$ cat src/rtl/serial_divider_7_restoring.sv
// Bit-serial restoring divider: a 2*width-bit dividend by a width-bit divisor, one quotient bit per clock.
// It uses the same en/valid handshake as the serial shift-add multiplier.
module serial_divider_7_restoring #(
   parameter int width = 7
) (
   input  logic               clk,
   input  logic               rst_n,
   input  logic               en,
   input  logic [2*width-1:0] N,
   input  logic [width-1:0]   D,
   output logic               valid,
   output logic [2*width-1:0] Q,
   output logic [width-1:0]   R,
   output logic               dz
);

   localparam int CNT_W = $clog2(2*width+1);

   typedef enum logic [1:0] {
      IDLE = 2'd0,
      BUSY = 2'd1,
      DONE = 2'd2
   } state_t;

   state_t             state;
   logic [CNT_W-1:0]   cnt;
   logic [width:0]     rem;
   logic [2*width-1:0] sreg;
   logic [width-1:0]   dreg;
   logic               zpend;

   logic [width:0]        rem_sh;
   logic signed [width:0] t;
   logic                  qbit;
   logic [width:0]        rem_nx;
   logic [2*width-1:0]    sreg_nx;

   // The partial remainder stays below 2*D, so rem_sh - D always fits in width+1 signed bits.
   always_comb begin
      rem_sh  = {rem[width-1:0], sreg[2*width-1]};
      t       = $signed(rem_sh) - $signed({1'b0, dreg});
      qbit    = ~t[width];
      rem_nx  = qbit ? $unsigned(t) : rem_sh;
      sreg_nx = {sreg[2*width-2:0], qbit};
   end

   always_ff @(posedge clk or negedge rst_n) begin
      if (!rst_n) begin
         state <= IDLE;
         cnt   <= '0;
         rem   <= '0;
         sreg  <= '0;
         dreg  <= '0;
         zpend <= 1'b0;
         valid <= 1'b0;
         Q     <= '0;
         R     <= '0;
         dz    <= 1'b0;
      end else begin
         case (state)
            IDLE, DONE: begin
               if (en) begin
                  dreg  <= D;
                  sreg  <= N;
                  rem   <= '0;
                  valid <= 1'b0;
                  dz    <= 1'b0;
                  if (D != '0) begin
                     state <= BUSY;
                     cnt   <= CNT_W'(2*width);
                     zpend <= 1'b0;
                  end else begin
                     state <= DONE;
                     cnt   <= '0;
                     zpend <= 1'b1;
                  end
               end else if (zpend) begin
                  // A zero divisor reports its result one edge after acceptance.
                  valid <= 1'b1;
                  dz    <= 1'b1;
                  Q     <= '1;
                  R     <= sreg[width-1:0];
                  zpend <= 1'b0;
               end
            end
            BUSY: begin
               sreg <= sreg_nx;
               rem  <= rem_nx;
               cnt  <= cnt - CNT_W'(1);
               if (cnt == CNT_W'(1)) begin
                  Q     <= sreg_nx;
                  R     <= rem_nx[width-1:0];
                  valid <= 1'b1;
                  state <= DONE;
               end
            end
            default: state <= IDLE;
         endcase
      end
   end

endmodule

$ cat config.mk
export PLATFORM = sky130hd
export DESIGN_NAME = serial_divider_7_restoring
export DESIGN_NICKNAME = d
export VERILOG_FILES = /design/src/rtl/serial_divider_7_restoring.sv
export SDC_FILE = /design/constraint.sdc
export NUM_CORES = 1
export LEC_CHECK = 0
export CAP_MARGIN = 0
export CORE_AREA = 4 4 97 99
export DETAILED_ROUTE_END_ITERATION = 6
export DIE_AREA = 0 0 101 103
export SYNTH_ARGS = -nofsm -noshare
export SYNTH_HDL_FRONTEND = slang
export SYNTH_SLANG_ARGS = --single-unit
$ cat constraint.sdc
create_clock -name clk -period 2.5 [get_ports clk]
set_clock_uncertainty 0.05 [all_clocks]
set_input_delay 0.25 -clock clk [delete_from_list [all_inputs] [get_ports clk]]
set_output_delay 0.25 -clock clk [all_outputs]
set_load 0.03 [all_outputs]
; After elaboration in Yosys (flattened, before gate mapping)
; Index checks and enable logic that the tools add are counted.
[word_totals]
word_cells = 58
ff_bits = 58
[classes]
n_reduce_logical = 11
n_mux = 26
add_sub_neg = 2
bitwise_logic = 1
n_eq_ne = 8
[op_table]
columns = cell, count
row1 = $mux W14, 4
row2 = $pmux W14 S2, 2
row3 = $mux W7, 5
row4 = $pmux W7 S2, 2
row5 = $mux W4, 2
row6 = $ne A2 B2 Y1 const B, 4
row7 = $pmux W4 S2, 1
row8 = $reduce_and A2 Y1, 4
row9 = $sub A8 B8 Y8, 1
row10 = $reduce_bool A7 Y1, 1
row11 = $mux W2, 3
row12 = $mux W1, 5
row13 = $eq A4 B1 Y1 const B, 1
row14 = $pmux W2 S2, 1
row15 = $reduce_and A4 Y1, 1
row16 = $reduce_bool A2 Y1, 2
row17 = $sub A4 B1 Y4 const B, 1
row18 = $ne A3 B3 Y1 const B, 1
row19 = $reduce_and A3 Y1, 1
row20 = $eq A2 B1 Y1 const B, 1
row21 = $eq A2 B2 Y1 const B, 1
row22 = $logic_not A2 Y1, 1
row23 = $pmux W1 S2, 1
row24 = $reduce_or A2 Y1, 1
row25 = $not A1 Y1, 1

; Logic depth before layout (Yosys ltp)
; Gate-level depths: netlist of the first run.
[depth]
word_depth = 4
mapped_depth = 9
depth_no_buf = 9

; Least setup slack after synthesis of the first run
; No wires, ideal clock.
[synth_timing]
path_type = register to register
start = reg rem[5]
end = reg R[0]
n_path_buf = 0
required_time_ns = 2.319
stages_incl_launch_ff = 7
path_slack_ns = 0.397
setup_ns = 0.131
t_arrival_ns = 1.922
path_cell_list = dfrtp_1 > ha_1 > a21o_1 > or2_1 > o21ai_2 > a211oi_1 > or3_1
[synth_via]
elab_chain_cells = 4
[synth_lines]
columns = element, line_no
row1 = start: declaration, 27  ; logic [width:0] rem;
row2 = start signal: assignment, 88  ; rem <= rem_nx;
row3 = $sub A8 B8 Y8, 41  ; t = $signed(rem_sh) - $signed({1'b0, dreg});
row4 = $mux W7, 43  ; rem_nx = qbit ? $unsigned(t) : rem_sh;
row5 = $mux W7, 90  ; if (cnt == CNT_W'(1)) begin
row6 = $pmux W7 S2, 60  ; case (state)
row7 = end signal: assignment, 82  ; R <= sreg[width-1:0];
row8 = end signal: assignment, 92  ; R <= rem_nx[width-1:0];
row9 = end: declaration, 13  ; output logic [width-1:0] R,
; Every way passes these cells. The select of a mux whose other input is x is not followed.
; A chain may end at the register's enable or synchronous reset.

; Worst setup path in the final report of the first run
; Ends and elaborated chain as after synthesis.

==> parameters.txt, run 1 <==
Parameter                              Value

CTS
  Clk slew on worst S/H paths    0.07 ns
  Root buffer cell    clkbuf_8
  Postcts setup bufs    0
  # H-tree levels    3
  TritonCTS buffer count    9
  Clock tree from TritonCTS    done
  Clock insertion delay at the later pin of the skew report    0.34 ns
  Resized Gates After CTS    0
  Clock sinks    58
  Hold buffers post-CTS    1
  Clock Tree Buf Depth    2

Synth
  Synth async-reset ratio    1.00
  Nets in the synthesized netlist    360
  Area of the mapped netlist    2940 sq um
  Fraction of synthesized cell area taken by the top area cell type    0.493
  Warning count from the yosys run    0
  Dominant cell by count in the synthesized netlist    dfrtp_1
  Leading post-synthesis cells by cell area    dfrtp_1 (49%), nand2_1 (7.3%), nor2_1 (5.2%)
  Part of the Yosys area used for sequential elements    0.493
  Mean cell area of the mapped netlist    9.05 sq um
  Number of distinct standard cells referenced by the synthesized netlist    48
  Post-synth EDFFs    0
  Most used flip-flop cell after synthesis    dfrtp_1
  Largest area contributor in the netlist    dfrtp_1
  Gate Count Post-Synth    325
  Synth top cells by count    dfrtp_1 (58), nand2_1 (57), nor2_1 (41)
  Flop and latch count out of synthesis    58

GRT
  Via count of the first global-routing pass    2530
  Maximum number of pins on one net before global-route repair    28
  Total global routing overflow    0
  Antenna violations before repair    0
  Wire length of the first global-routing pass    12300 um
  All-Layer GR Usage    0.151

Status
  Run status    finished clean

Hold path
  HP Class    input port to async pin

STA
  Setup slack after layout    0.182 ns
  Slew of the pin with the lowest slew margin    0.409 ns
  Final period utilization    0.927
  Final hold viol count    0
  Setup repair after global routing missed its margin    no
  Max-slew headroom at the worst pin    0.727
  Sum of negative setup slack    0 ns
  Final critical delay including setup and external delays    2.32 ns
  Final setup vio count    0
  Number of slew-limit violations in the final report    0
  Max Freq    431 MHz

Route
  Met2 routed wirelength    3580 um
  Total DRC errors in the routed layout    0
  Count of antenna-violating nets left after detailed routing    0
  Routed wl met3    240 um
  Uppermost layer routed    met4
  Routed met1 length    3310 um
  Total Routed Length    7250 um
  First DRT Iteration DRCs    93
  Detail-routed via count per cell    5.18
  Drt wl/cell    14.8 um
  Number of detailed-route iterations in the first pass    4
  Total number of vias    2541

Setup path
  Category of the critical setup timing path    register to register
  Element type at the critical path end    register
  Cell class contributing the biggest share of worst-path delay    compound AO/OA/AOI/OAI gates
  Startpoint type of the worst setup path    register
  Standard cell with the maximum stage delay on the critical path    dfrtp_1
  Crit path required time    2.68 ns
  Worst reg2reg path startpoint    rem[5]
  Number of buffer and inverter instances along the worst setup path    0
  CP arrival    2.49 ns
  Critical-path cell list    ha_1 > a21o_1 > or2_1 > o21ai_2 > a211oi_1 > or3_1
  Crit-path max FO    10
  Stage delay of the slowest cell on the critical path    0.40 ns
  Startpoint of the worst setup timing path    rem[5]

Pwr
  Static Leak    1.60 nW
  Worst supply voltage drop on vdd    533 uV
  Pwr/cell area    1550 nW/um^2

Layout
  Fraction of final layout cells with drive strength greater than 1    0.0992
  Final std cell area, no fill    3710 sq um
  Number of diodes added for antenna fixing    0
  Layout-stage area growth over the synthesis result    26.2%
  Final Net Count    414

Floorplan
  Count of pins on the block boundary    47
  Die height    103 um
  Die outline area    10400 sq um
  CORE AREA    8550 sq um
  Die extent in x    101 um
  Initial Utilization    0.344
  Std cell rows    34

Place
  Count of input and output buffers    46
  Post-detail-place hpwl    5350 um
  Area after DPL    3550 sq um
  Global placer's final weighted congestion    0.849
  Worst setup timing slack at the placement stage    0.221 ns

Run
  Number of max-cap violations    0
==> logic make-up after synthesis <==
group | share of synthesized area
flip-flops | 0.493
AO/OA/AOI/OAI | 0.188
XOR/XNOR | 0.0119
adder cells (fa/ha/maj) | 0.0493
multiplexers | 0.00340
buffers and inverters | 0.0438
AND/OR/NAND/NOR | 0.211
==> metrics by stage <==
stage,util,cells,hold slack [ns],power [mW]
global route,0.434,491,0.353,6.28
global placement,0.415,475,0.154,4.99
CTS,0.434,491,0.320,5.81
finish,0.434,491,0.318,5.75
detailed placement,0.415,475,0.159,5.04
floorplan,-,325,-0.0956,4.04
==> metal layers <==
| layer | track usage | up-vias |
|---|---|---|
| li1 | - | 1254 |
| met1 | 0.197 | 1226 |
| met2 | 0.246 | 48 |
| met3 | 0.0311 | 13 |
| met4 | 0.0613 | 0 |
| met5 | 0 | - |
==> report_power, final <==
part           internal (mW)  leakage [nW]  switching, mW
clock                  0.345        0.0806          0.387
combinational           1.37         0.851           1.92
sequential              1.40         0.666          0.320
total                   3.11          1.60           2.63
==> final timing paths <==
kind	end	cells after the start	slack, ns
setup / recovery	R[0]	6	0.18
max in group asynchronous	rem[0]	3	1.38
hold reg to reg	zpend	2	0.46
min in group clk	sreg[11]	3	0.42
setup reg to reg	R[0]	6	0.18
hold / removal	rem[6]	2	0.32
==> final cells by class <==
cell class	instances	area (sq um)
sequential	58	1450
fill	849	4840
tap	108	135
clock buffer	9	124
inverter	11	41.3
clock inverter	6	35.0
multi-input combinational	239	1370
timing repair buffer	60	563
==> placed cells by master (no fill, tap or decap), types with 4 or more instances in the layout <==
cell type,count
clkbuf_8,9
a31oi_1,15
nand4_1,5
ha_1,10
inv_1,11
a21oi_1,22
a41oi_1,4
o211ai_1,9
nor3_1,5
clkinv_2,4
buf_4,13
dfrtp_1,58
nand3_1,8
nand2_1,57
clkdlybuf4s50_1,45
o21ai_1,5
nor2_1,41
o21ai_0,11
==> registers in the layout, indices dropped and copies added, names as in the netlist <==
register  count
sreg         14
cnt           4
zpend         1
dz            1
dreg          7
state         2
valid         1
Q            14
rem           7
R             7
No activity file was read; power rests on OpenSTA's default activity.
==> run 2, diff against run 1 <==
Settings changed: CORE_AREA 4 4 97 99 to 4 4 79 81, CTS_BUF_LIST set to sky130_fd_sc_hd__clkbuf_8, DIE_AREA 0 0 101 103 to 0 0 83 85, PLACE_DENSITY set to 0.79.
==> parameters.txt, run 2 (synthesized netlist as in run 1, its figures left out) <==
Parameter                              Value

Status
  Run status    finished clean

Floorplan
  Die height    85 um
  Die outline area    7060 sq um
  Count of pins on the block boundary    47
  Initial Utilization    0.538
  Std cell rows    27
  CORE AREA    5470 sq um
  Die extent in x    83 um

Layout
  Number of diodes added for antenna fixing    0
  Fraction of final layout cells with drive strength greater than 1    0.0969
  Cell Count, Final, Fillers Out    454
  Most frequent standard cell in the layout excluding fill and tap cells    dfrtp_1
  Layout-stage area growth over the synthesis result    25.3%
  Top library cells by usage in the layout, fill and taps aside    dfrtp_1 (58), nand2_1 (57), clkdlybuf4s50_1 (45)
  Total of fill cells in the finished design    476
  Final Net Count    412
  Area taken by multi-input logic gates    1370 sq um
  Area used by sequential logic in the layout    1450 sq um
  Top flop regs    Q (14), sreg (14)

Setup path
  Crit-path max FO    10
  Crit path required time    2.67 ns
  Category of the critical setup timing path    register to register
  Element type at the critical path end    register
  Startpoint type of the worst setup path    register
  Flop2flop setup slack    0.22 ns
  CP arrival    2.45 ns

Pwr
  Switching power total    2.68 mW
  Pwr/cell area    1580 nW/um^2
  Share of power burned in the clock network    0.133
  Switching share of power    0.459
  Worst supply voltage drop on vdd    760 uV
  Static Leak    1.60 nW
  P_int    3.16 mW
  Share of power burned in combinational logic    0.573
  Sequential group share of total power    0.294

Route
  Total number of vias    2523
  Number of detailed-route iterations in the first pass    4
  First DRT Iteration DRCs    119
  Drt wl/cell    15.2 um
  Detail-routed via count per cell    5.56
  Total DRC errors in the routed layout    0
  Count of antenna-violating nets left after detailed routing    0
  Total Routed Length    6910 um

CTS
  Postcts setup bufs    0
  Resized Gates After CTS    0
  TritonCTS buffer count    9
  Clock Tree Buf Depth    2
  Clock tree from TritonCTS    done
  Clk slew on worst S/H paths    0.07 ns
  Root buffer cell    clkbuf_8
  Hold buffers post-CTS    1
  # H-tree levels    3
  Clock sinks    58
  Clock insertion delay at the later pin of the skew report    0.34 ns

Place
  Post-detail-place hpwl    5050 um
  Count of input and output buffers    46
  Global placer's final weighted congestion    0.887
  Placed cell count    437

STA
  Number of slew-limit violations in the final report    0
  Final critical delay including setup and external delays    2.28 ns
  Final setup vio count    0
  Tightest hold margin    0.341 ns
  Final period utilization    0.911
  Slew of the pin with the lowest slew margin    0.767 ns
  Max Freq    439 MHz
  Max-slew headroom at the worst pin    0.489
  Final hold viol count    0
  Setup repair after global routing missed its margin    no
  Sum of negative setup slack    0 ns

GRT
  Via count of the first global-routing pass    2548
  Antenna violations before repair    0
  All-Layer GR Usage    0.211
  Total global routing overflow    0
  Maximum number of pins on one net before global-route repair    25
  Wire length of the first global-routing pass    12000 um

Run
  Number of max-cap violations    0

Hold path
  HP Class    input port to async pin
==> run 2: cell types whose count changed in the layout (fill, tap and decap cells not counted) <==
cell and delta:
buf_4 -3, buf_12 +1, clkinv_2 -2, clkinv_4 +2, clkbuf_8 +1
==> run 2: routing by layer <==
metal	wire, um	track usage	up-vias
met2	3500	0.351	53
met1	3080	0.266	1210
met5	0	0	-
li1	-	-	1251
met4	76	0.0743	0
met3	258	0.0573	9
==> run 2: worst paths after layout <==
kind                         from      end  cells past startpoint
min in group clk             D[0]  dreg[0]                      3
max                        rem[5]     R[1]                      6
min                         rst_n  sreg[3]                      2
max reg2reg                rem[5]     R[1]                      6
min reg2reg                cnt[2]   cnt[2]                      1
max in group asynchronous   rst_n   cnt[0]                      3
==> run 2: layout make-up <==
| class | count | share of cell area |
|---|---|---|
| clock buffers | 10 | 0.0373 |
| clock inverters | 6 | 0.0115 |
| inverters | 11 | 0.0112 |
| multi-input cells | 239 | 0.370 |
| flip-flops and latches | 58 | 0.393 |
| well taps | 72 | 0.0244 |
| repair buffers | 58 | 0.152 |
==> run 2: power groups by stage <==
stage	Clock, mW	Combinational (mW)	Sequential (mW)
floorplan	0	2.03	2.01
global placement	0	3.25	1.72
detailed placement	0	3.32	1.72
CTS	0.798	3.36	1.71
global route	0.853	3.72	1.78
finish	0.778	3.34	1.72
==> run 2: worst max-delay path, stage by stage, from the launching register on <==
cell	delay (ns)
dfrtp_1	0.40
ha_1	0.37
a21o_1	0.25
or2_1	0.26
o21ai_2	0.34
a21oi_1	0.11
or3_1	0.37
==> run 2: metrics by stage <==
| step | instance area [sq um] | power (mW) | util | setup WS, ns |
|---|---|---|---|---|
| floorplan | 2940 | 4.04 | - | 0.397 |
| global placement | 3500 | 4.97 | 0.639 | 0.302 |
| global route | 3690 | 6.35 | 0.674 | 0.0762 |
| detailed placement | 3500 | 5.04 | 0.639 | 0.239 |
| CTS | 3690 | 5.87 | 0.674 | 0.242 |
| finish | 3690 | 5.84 | 0.674 | 0.224 |
==> run 3, diff against run 2 <==
Settings changed: HOLD_SLACK_MARGIN set to 0.1.
==> results of run 3 <==
Same layout as run 2: the final DEF is identical, and so are final timing and power.
